<file path="config.mk">
export PLATFORM = sky130hd
export DESIGN_NAME = wb_skid_reg
export DESIGN_NICKNAME = d
export VERILOG_FILES = /design/src/rtl/wb_skid_reg.sv
export SDC_FILE = /design/constraint.sdc
export NUM_CORES = 1
export LEC_CHECK = 0
export ABC_CLOCK_PERIOD_IN_PS = 1700
export CAP_MARGIN = 20
export CORE_MARGIN = 5
export CORE_UTILIZATION = 46
export CTS_CLUSTER_SIZE = 12
export DETAILED_ROUTE_END_ITERATION = 12
export PLACE_DENSITY = 0.77
export REMOVE_ABC_BUFFERS = 1
export SLEW_MARGIN = 10
export SYNTH_ARGS = -nofsm -noshare
export SYNTH_HDL_FRONTEND = slang
export SYNTH_SLANG_ARGS = --single-unit
</file>
<file path="constraint.sdc">
create_clock -name clk -period 1.7 [get_ports clk]
set_input_delay 0.255 -clock clk [delete_from_list [all_inputs] [get_ports clk]]
set_output_delay 0.255 -clock clk [all_outputs]
set_load 0.03 [all_outputs]
</file>
<file path="src/rtl/wb_skid_reg.sv">
// -----------------------------------------------------------------------------
// wb_skid_reg
//
// Registered writeback-operand stage placed directly in front of the 4-input
// writeback mux (mux4). It captures the four candidate results from the MEM
// stage (a = ALU result, b = load data, c = PC+4, d = immediate) together with
// the select code, destination index and write enable, and presents them to
// mux4/regfile through a valid/ready handshake. A two-entry skid buffer
// (main + skid) absorbs register-file write stalls so that in_ready is a pure
// register decode with no combinational path from out_ready.
//
// Ports:
//   clk                    rising-edge clock
//   rst_n                  asynchronous active-low reset
//   flush                  synchronous flush, discards every held entry
//   in_valid / in_ready    upstream handshake (accept = in_valid & in_ready)
//   in_a..in_d             candidate operands for mux4 a/b/c/d
//   in_sel                 writeback select code
//   in_rd / in_we          destination register index / write enable
//   out_valid / out_ready  downstream handshake (consume = out_valid & out_ready)
//   out_a..out_d, out_sel  to mux4
//   out_rd                 regfile write index
//   out_we                 regfile write enable, forced low when out_valid=0
// -----------------------------------------------------------------------------
module wb_skid_reg #(
  parameter int WIDTH = 32,
  parameter int SEL_W = 2,
  parameter int RD_W  = 5
) (
  input  logic             clk,
  input  logic             rst_n,
  input  logic             flush,
  input  logic             in_valid,
  output logic             in_ready,
  input  logic [WIDTH-1:0] in_a,
  input  logic [WIDTH-1:0] in_b,
  input  logic [WIDTH-1:0] in_c,
  input  logic [WIDTH-1:0] in_d,
  input  logic [SEL_W-1:0] in_sel,
  input  logic [RD_W-1:0]  in_rd,
  input  logic             in_we,
  output logic             out_valid,
  input  logic             out_ready,
  output logic [WIDTH-1:0] out_a,
  output logic [WIDTH-1:0] out_b,
  output logic [WIDTH-1:0] out_c,
  output logic [WIDTH-1:0] out_d,
  output logic [SEL_W-1:0] out_sel,
  output logic [RD_W-1:0]  out_rd,
  output logic             out_we
);

  typedef struct packed {
    logic [WIDTH-1:0] a;
    logic [WIDTH-1:0] b;
    logic [WIDTH-1:0] c;
    logic [WIDTH-1:0] d;
    logic [SEL_W-1:0] sel;
    logic [RD_W-1:0]  rd;
    logic             we;
  } entry_t;

  // Occupancy encoding: bit 0 = main valid, bit 1 = skid valid.
  localparam logic [1:0] EMPTY = 2'b00;
  localparam logic [1:0] ONE   = 2'b01;
  localparam logic [1:0] FULL  = 2'b11;

  logic [1:0] state;
  logic [1:0] state_nxt;
  entry_t     main_q;
  entry_t     skid_q;
  entry_t     in_entry;

  logic accept;
  logic consume;
  logic load_main_in;
  logic load_main_skid;
  logic load_skid;

  assign in_entry = '{a: in_a, b: in_b, c: in_c, d: in_d,
                      sel: in_sel, rd: in_rd, we: in_we};

  // Both handshake outputs decode registered state only.
  assign in_ready  = (state != FULL);
  assign out_valid = (state != EMPTY);

  assign accept  = in_valid & in_ready;
  assign consume = out_valid & out_ready;

  // NOTE: every signal driven here gets a default first, so no path leaves a
  // value unassigned and no latch is inferred.
  always_comb begin
    state_nxt      = state;
    load_main_in   = 1'b0;
    load_main_skid = 1'b0;
    load_skid      = 1'b0;
    if (flush) begin
      // A consume on this edge has already been seen by the regfile; an
      // accept on this edge is simply dropped.
      state_nxt = EMPTY;
    end else begin
      case (state)
        EMPTY: begin
          if (accept) begin
            state_nxt    = ONE;
            load_main_in = 1'b1;
          end
        end
        ONE: begin
          if (accept && consume) begin
            load_main_in = 1'b1;
          end else if (accept) begin
            state_nxt = FULL;
            load_skid = 1'b1;
          end else if (consume) begin
            state_nxt = EMPTY;
          end
        end
        FULL: begin
          // in_ready is low here, so only the drain path exists.
          if (consume) begin
            state_nxt      = ONE;
            load_main_skid = 1'b1;
          end
        end
        default: state_nxt = EMPTY;
      endcase
    end
  end

  // NOTE: sequential state uses non-blocking assignments so every register
  // samples pre-edge values regardless of block evaluation order.
  always_ff @(posedge clk or negedge rst_n) begin
    if (!rst_n) begin
      state <= EMPTY;
    end else begin
      state <= state_nxt;
    end
  end

  // NOTE: the payload registers are reset even though valid alone would be
  // enough for correctness, because out_* must read 0 during reset; skid is
  // cleared too so no X ever reaches main through the drain path.
  always_ff @(posedge clk or negedge rst_n) begin
    if (!rst_n) begin
      main_q <= '0;
      skid_q <= '0;
    end else begin
      // Payloads are not cleared on consume; out_we gating hides stale data.
      if (load_main_in) begin
        main_q <= in_entry;
      end else if (load_main_skid) begin
        main_q <= skid_q;
      end
      if (load_skid) begin
        skid_q <= in_entry;
      end
    end
  end

  assign out_a   = main_q.a;
  assign out_b   = main_q.b;
  assign out_c   = main_q.c;
  assign out_d   = main_q.d;
  assign out_sel = main_q.sel;
  assign out_rd  = main_q.rd;
  assign out_we  = main_q.we & out_valid;

endmodule
</file>
# Word level (Yosys, flattened, before mapping)
# Index checks and enable logic that the tools add are counted.
# totals
register_bits	274
input_bits	141
# classes
n_eq_ne	7
mux	19
bitwise	3
reduce_logical	5
# op_table
cell	count
136-bit 2-to-1 mux	2
2-bit 2-to-1 mux	6
1-bit 2-to-1 mux	9
3-bit inequality test, second input constant	3
2-bit one-hot mux with 3 select lines	1
4-bit inequality test, second input constant	1
4-bit AND reduction	1
2-bit nonzero test	2
1-bit AND	3
2-bit by 1-bit equality test with 1-bit output, second input constant	1
2-bit equality test, second input constant	1
2-bit logical NOT	1
2-bit inequality test, second input constant	1
1-bit one-hot mux with 2 select lines	1
1-bit logical AND	1

# Logic depth before layout (Yosys ltp)
# Gate-level depths: netlist of run 1.
# logic_depth
depth_word	7
mapped_depth	9
ltp_nobuf	6

# Worst setup path after synthesis of run 1
# Ideal clock, no wire load.
# synth_path
path_kind	register to register
from	register state[0]
to	register skid_q[105] in the netlist's numbering
arrival_ns	1.731
required_ns	1.575
setup_slack_ns	-0.156
stages_incl_launch_ff	9
n_path_buf	3
synth_period_minus_slack_ns	1.856
path_cell_list	dfrtp_1 inv_1 ha_1 nor2b_2 nand4bb_1 buf_2 buf_6 buf_6 mux2_2
# synth_via
elab_chain_cells	6
# synth_rtl
item	line	rtl
start: declaration	68	logic [1:0] state;
start signal: assignment	137	state <= state_nxt;
2-bit inequality test / 2-bit nonzero test (equally long branches)	84, 85	
1-bit AND (on tied branches)	87, 88	
1-bit 2-to-1 mux / 1-bit logical AND (equally long branches)	112, 110	
1-bit 2-to-1 mux	110	if (accept && consume) begin
1-bit 2-to-1 mux *	102	case (state)
1-bit 2-to-1 mux *	97	if (flush) begin
end signal: assignment	156	skid_q <= in_entry;
end: declaration	71	entry_t skid_q;
# Mark *: on every way between the ends. The rest lies on a longest branch, timed or not.
# A chain may end at the register's enable or synchronous reset.

# Final worst setup path of run 1
# layout_path
from	register state[0]
to	register main_q, in the netlist out_a[12]
# layout_via
elab_chain_cells	7
# layout_rtl
item	line	rtl
2-bit inequality test / 2-bit nonzero test (equally long branches)	84, 85	
1-bit AND (on tied branches)	87, 88	
1-bit logical AND	110	
1-bit 2-to-1 mux	110	
1-bit one-hot mux with 2 select lines	102	
1-bit 2-to-1 mux	97	
136-bit 2-to-1 mux / 2-bit nonzero test (equally long branches)	--	
end signal: assignment	151	main_q <= in_entry;
end signal: assignment	153	main_q <= skid_q;
end: declaration	70	entry_t main_q;
# Several ways; a longest one is shown, not always the timed one.

==> impl_metrics.yaml, run 1 <==
cells_and_area:
  diodes: 0
  stdcell_area_mm2: 0.0175
  areaGrowthSynthToFinish_pct: 39.7
  drive_gt1_frac: 0.255
  fin_cells: 1630
  layout.nets: 1416
critical_path:
  cp_max_fo: 10
  cp-end-kind: "register"
  timing.critical_path.from_type: "register"
  critical_path_class: "register to register"
  worstPathRequired_ns: 2.12
  arrival_ns: 2.42
  r2r_slack_ns: -0.31
grt:
  grt_pass1_wl_um: 48300
  grt_overflow: 0
  grt_pass1_vias: 8915
  antenna_found_initial: 1
  grt_use_total: 0.192
  grt_max_degree: 61
floorplan:
  row_count: 60
  io_pins: 279
  dieArea_mm2: 0.0307
  die_h_um: 175
  chipWidth_um: 175
  fp.coreArea_mm2: 0.0269
  initial_core_util: 0.467
flow_run:
  cap_violations: 0
synthesis:
  ys_ff_latch: 274
  synth_top_area_frac: 0.547
  synthDistinctLibCells: 23
  synth_most_common_cell: "dfrtp_1"
  yosys.area.top_type: "dfrtp_1"
  syn_area_per_cell_um2: 12.1
  yosys_most_used_dff: "dfrtp_1"
  async_flop_share: 1.00
  synth_edf_count: 0
  synth_seq_area_share: 0.547
  syn_inst: 1037
  yosys_warnings: 0
  synth_commonest_cells: "dfrtp_1, buf_4, a21oi_1, mux2i_1, nor2_1"
  synth_area_mm2: 0.0125
  synth_area_leaders: "dfrtp_1, mux2i_1, mux2_2"
drt:
  drc_errors: 0
  routed_wl_um: 32800
  wl_per_cell_um: 20.1
  vias: 8458
  drtAntennaViolNets: 0
  vias_per_cell: 5.19
  dr.pass1.iters: 4
  drtIter0Drc: 366
place:
  dp_hpwl_um: 19800
  numPlacedInstances: 1526
  portBuffers: 278
  dpl_cell_area_mm2: 0.0151
  place.gp.congestion: 0.790
clock_tree:
  clock-sinks: 274
  htree_levels: 1
  ctsRootBufferMaster: "clkbuf_16"
  clk_latency_ns: 0.54
  cts_made_buffers: 29
  clk_pin_slew_ns: 0.06
  clk_path_buf_depth: 3
  cts_tree: "yes"
timing:
  maxSlewViolCount: 0
  skew_ns: 0.0134
  fmax_mhz: 499
  layout_setup_ws_ns: -0.305
  post-route-period-util: 1.18
  setup_viol: 359
  hold_violations: 0
  worstMarginPinSlew_ns: 0.386
  finalCriticalPeriod_ns: 2.01
  rsz0062_at_grt: "yes"
  relSlewSlack: 0.743
run_status:
  violations: "setup timing"
  status: "finished with violations"
power_and_ir_drop:
  power.leakage_nw: 7.41
  ir_worst_vdd_v: 0.00131
  power.density_mw_per_mm2: 1790
min_path:
  hold_class: "primary input to asynchronous set/reset pin"
## repair_timing
| item | 4_1_cts | 5_1_grt |
|---|---|---|
| setup endpoints to repair | 409 | 360 |
| pin swaps | 1 | 3 |
| cloned | 14 | 16 |
| gates resized for setup | 109 | 67 |
| hold endpoints to repair | 67 | 0 |
| hold buffers | 1 | 0 |
| buffers inserted | 14 | 9 |
## path summary, 6_finish.rpt
| kind | start | endpoint | cells after the start |
|---|---|---|---|
| setup / recovery | state[0] | out_a[12] | 9 |
| hold / removal | rst_n | out_b[26] | 2 |
| setup reg to reg | state[0] | out_a[12] | 9 |
| hold reg to reg | skid_q[119] | skid_q[119] | 1 |
| max in group asynchronous | rst_n | out_d[13] | 3 |
| min in group clk | in_a[7] | out_a[7] | 3 |
## where the power goes
group | total (mW) | switching [mW] | internal (mW) | leakage, nW
Clock | 6.09 | 2.49 | 3.60 | 0.446
Combinational | 13.6 | 6.97 | 6.62 | 3.79
Sequential | 11.7 | 1.93 | 9.76 | 3.17
## per-layer routing
| metal | vias up | part of all wire | global-route usage |
|---|---|---|---|
| li1 | 3889 | - | - |
| met1 | 4287 | 0.42 | 0.245 |
| met2 | 230 | 0.49 | 0.327 |
| met3 | 50 | 0.065 | 0.0517 |
| met4 | 2 | 0.020 | 0.0484 |
| met5 | - | 0.00040 | 0 |
## worst max-delay path, cell delays in order (launching register included)
cell and delay (ns):
dfrtp_2 0.44, buf_6 0.13, ha_4 0.16, and4bb_2 0.25, a32oi_4 0.26, buf_12 0.17
buf_12 0.14, buf_12 0.12, clkbuf_16 0.16, a21oi_1 0.07
## kinds of logic (layout without fill, tap and decap cells)
logic type | Yosys count | in the layout | share of synthesized area
AOI/OAI and AO/OA | 142 | 142 | 0.0580
and+or+nand+nor | 143 | 143 | 0.0451
muxes | 273 | 273 | 0.231
DFF | 274 | 274 | 0.547
buffers and inverters | 200 | 452 | 0.114
adders and majority gates | 5 | 5 | 0.00499
## flip-flops by register name, indices dropped and copies added, names as in the netlist
| signal | cells |
|---|---|
| main_q | 1 |
| out_a | 32 |
| out_b | 32 |
| out_c | 32 |
| out_d | 32 |
| out_rd | 5 |
| out_sel | 2 |
| skid_q | 136 |
| state | 2 |
## through the flow
step | utilization | power (mW) | TNS [ns] | hold WS, ns | setup slack (ns)
after floorplan | - | 17.4 | -1996.93 | -0.0406 | -10.01
after global placement | 0.563 | 23.7 | -85.34 | 0.186 | -0.379
after detailed placement | 0.563 | 24.2 | -85.39 | 0.189 | -0.378
after CTS | 0.623 | 30.6 | -62.36 | 0.197 | -0.249
after global routing | 0.652 | 33.0 | -94.56 | 0.234 | -0.373
final | 0.652 | 31.4 | -73.30 | 0.218 | -0.305
## cells in the final DEF, fill, tap and decap left out, types with 2 or more instances in the layout
master	netlist	final
nor2_4	0	2
clkbuf_16	0	45
mux2_1	25	13
ha_4	0	2
mux2i_2	0	3
inv_2	0	3
dfrtp_1	274	272
nor2_2	0	10
buf_16	0	16
mux2i_4	0	4
clkdlybuf4s50_1	0	221
mux2_4	0	14
buf_4	141	29
mux2_2	111	109
clkinv_2	0	4
inv_1	5	2
buf_6	6	23
buf_8	4	5
dfrtp_2	0	2
a21oi_1	137	128
bufinv_16	0	2
nor2b_4	0	2
nor2_1	136	124
ha_2	0	2
a21oi_2	0	9
mux2i_1	137	130
bufbuf_16	0	3
clkbuf_1	0	10
buf_12	0	30
dlygate4sd2_1	0	52
clkbuf_8	0	4
## layout make-up
class | instances | area [um2]
clock buffers | 43 | 818
clock inverters | 7 | 88.8
fillers | 1970 | 9350
inverters | 5 | 18.8
multi-input cells | 563 | 4530
flip-flops and latches | 274 | 6860
well taps | 341 | 427
repair buffers | 397 | 4780
Note: power is estimated with default switching activity, not from simulation.
==> run 2: changes to the inputs <==
--- a/config.mk
+++ b/config.mk
@@ -8,12 +8,12 @@
 export ABC_CLOCK_PERIOD_IN_PS = 1700
 export CAP_MARGIN = 20
 export CORE_MARGIN = 5
-export CORE_UTILIZATION = 46
+export CORE_UTILIZATION = 40
 export CTS_CLUSTER_SIZE = 12
 export DETAILED_ROUTE_END_ITERATION = 12
-export PLACE_DENSITY = 0.77
+export PLACE_DENSITY = 0.68
 export REMOVE_ABC_BUFFERS = 1
-export SLEW_MARGIN = 10
+export SLEW_MARGIN = 25
 export SYNTH_ARGS = -nofsm -noshare
 export SYNTH_HDL_FRONTEND = slang
 export SYNTH_SLANG_ARGS = --single-unit
==> run 2 against run 1 <==
  * The flow still finishes with violations (setup timing)
  * Critical endpoint is now out_d[24]
  * Critical path depth unchanged
  * Die area increased by 14%
  * Combinational power rose by 6%
  * Final area increased by 5.4%
  * Core utilization is 5.1 points lower
  * Sequential share of layout area down 2.0 points
==> impl_metrics.yaml, run 2 (synthesized netlist as in run 1, its figures left out) <==
min_path:
  hold_class: "primary input to asynchronous set/reset pin"
run_status:
  violations: "setup timing"
  status: "finished with violations"
timing:
  finalCriticalPeriod_ns: 1.99
  tns_ns: -63.89
  worstMarginPinSlew_ns: 0.603
  skew_ns: 0.0169
  maxSlewViolCount: 0
  fmax_mhz: 502
  setup_viol: 354
  rsz0062_at_grt: "yes"
  whs_ns: 0.275
  post-route-period-util: 1.17
  relSlewSlack: 0.598
  layout_setup_ws_ns: -0.293
  hold_violations: 0
cells_and_area:
  finish.utilization: 0.601
  regMostFlops: "skid_q"
  areaGrowthSynthToFinish_pct: 47.4
  largest_register_ff_count: 136
  diodes: 0
  final_cell_mix: "dfrtp_1, clkdlybuf4s50_1, mux2_2"
  drive_gt1_frac: 0.384
  final_common_cell: "dfrtp_1"
  layout.nets: 1428
drt:
  routed_wl_um: 33500
  wl_per_cell_um: 19.8
  drtIter0Drc: 266
  vias_per_cell: 4.99
  drc_errors: 0
  vias: 8449
  drtAntennaViolNets: 0
  dr.pass1.iters: 4
power_and_ir_drop:
  pwr-share-comb: 0.441
  swShare: 0.368
  power.density_mw_per_mm2: 1770
  clock_power_share: 0.195
  power_frac_seq: 0.363
  power.total_mw: 32.7
  p_sw_mw: 12.0
  p_int_mw: 20.6
  power.leakage_nw: 7.52
  ir_worst_vdd_v: 0.00112
critical_path:
  arrival_ns: 2.45
  worstPathRequired_ns: 2.16
  cp_max_fo: 7
  timing.critical_path.from_type: "register"
  timing.rr.start: "state[0]"
  critical_path_class: "register to register"
  cp-end-kind: "register"
  critical_path.startpoint: "state[0]"
grt:
  grt_overflow: 0
  grt_pass1_vias: 8583
  antenna_found_initial: 0
  grt_use_total: 0.162
  grt_max_degree: 63
  grt_pass1_wl_um: 47300
floorplan:
  fp.coreArea_mm2: 0.0307
  die_h_um: 187
  chipWidth_um: 187
  row_count: 64
  io_pins: 279
  initial_core_util: 0.408
  dieArea_mm2: 0.0350
place:
  dp_hpwl_um: 20700
  place.gp.congestion: 0.772
  portBuffers: 278
clock_tree:
  clk_path_buf_depth: 3
  cts_tree: "yes"
  clock-sinks: 274
  htree_levels: 1
  clk_pin_slew_ns: 0.06
  clk_latency_ns: 0.54
  ctsRootBufferMaster: "clkbuf_16"
  cts_made_buffers: 29
flow_run:
  cap_violations: 0
-- run 2: cell count changes in the layout (fill, tap and decap cells not counted), moves of 6 or more --
cell       before  now
nor2_1        124   33
a21oi_1       128   69
a21oi_2         9   68
nor2_2         10   65
nor2_4          2   38
mux2i_1       130  107
mux2i_2         3   19
clkbuf_16      45   59
mux2_4         14    0
mux2_1         13   25
buf_4          29   40
mux2i_4         4   11
buf_12         30   24
-- run 2: metal layers --
metal,share of wire,global-route usage,vias up
met5,0,0,-
met4,0.017,0.0367,0
met3,0.051,0.0407,44
met2,0.48,0.262,214
met1,0.45,0.221,4266
li1,-,-,3925
-- run 2: power by group through the flow --
stage | Sequential (mW) | Clock (mW) | Combinational [mW]
5_1_grt | 12.2 | 6.81 | 15.3
4_1_cts | 11.6 | 6.53 | 12.3
3_5_place_dp | 11.7 | 0 | 12.6
6_report | 11.9 | 6.38 | 14.4
3_3_place_gp | 11.6 | 0 | 12.3
2_1_floorplan | 13.5 | 0 | 3.90
-- run 2: area by class of cell --
| cell class | instances | area, um2 |
|---|---|---|
| clock buffers | 41 | 811 |
| multi-input cells | 563 | 5270 |
| well taps | 396 | 495 |
| flip-flops and latches | 274 | 6860 |
| fillers | 2423 | 12300 |
| repair buffers | 409 | 4900 |
| clock inverters | 6 | 130 |
| inverters | 5 | 18.8 |
-- run 2: worst max-delay path, cell delays in order, from the launching register on --
cell       delay [ns]
dfrtp_2          0.44
buf_6            0.13
ha_4             0.14
and4bb_2         0.25
a32oi_4          0.22
buf_12           0.20
clkbuf_16        0.19
clkbuf_16        0.18
nor2_2           0.04
a21oi_1          0.12
-- run 2: timing repair --
item / CTS / global route
buffers inserted: 3 / 7
hold buffers: 1 / 0
cloned: 0 / 30
hold endpoints to repair: 49 / 0
gates resized for setup: 74 / 307
pin swaps: 0 / 8
setup endpoints to repair: 410 / 357
-- run 2: path summary, 6_finish.rpt --
check                              endpoint  slack (ns)  cells after the start
worst max-delay path              out_d[24]       -0.29                      9
worst min-delay path             skid_q[60]        0.28                      2
worst max register to register    out_d[24]       -0.29                      9
worst min register to register  skid_q[126]        0.50                      1
max in group asynchronous          state[0]        0.77                      3
min in group clk                  out_b[17]        0.32                      3
-- run 2: stage by stage --
stage	area, um2	instances	worst slack [ns]
after floorplan	11100	842	-10.01
after global placement	15500	1606	-0.261
after detailed placement	15500	1606	-0.322
after CTS	16500	1657	-0.254
after global routing	18500	1694	-0.346
final	18500	1694	-0.293
==> run 3: changes to the inputs <==
--- a/config.mk
+++ b/config.mk
@@ -11,6 +11,7 @@
 export CORE_UTILIZATION = 40
 export CTS_CLUSTER_SIZE = 12
 export DETAILED_ROUTE_END_ITERATION = 12
+export HOLD_SLACK_MARGIN = 0.08
 export PLACE_DENSITY = 0.68
 export REMOVE_ABC_BUFFERS = 1
 export SLEW_MARGIN = 25
==> results of run 3 <==
Final layout, timing and power as in run 2 (identical DEF).
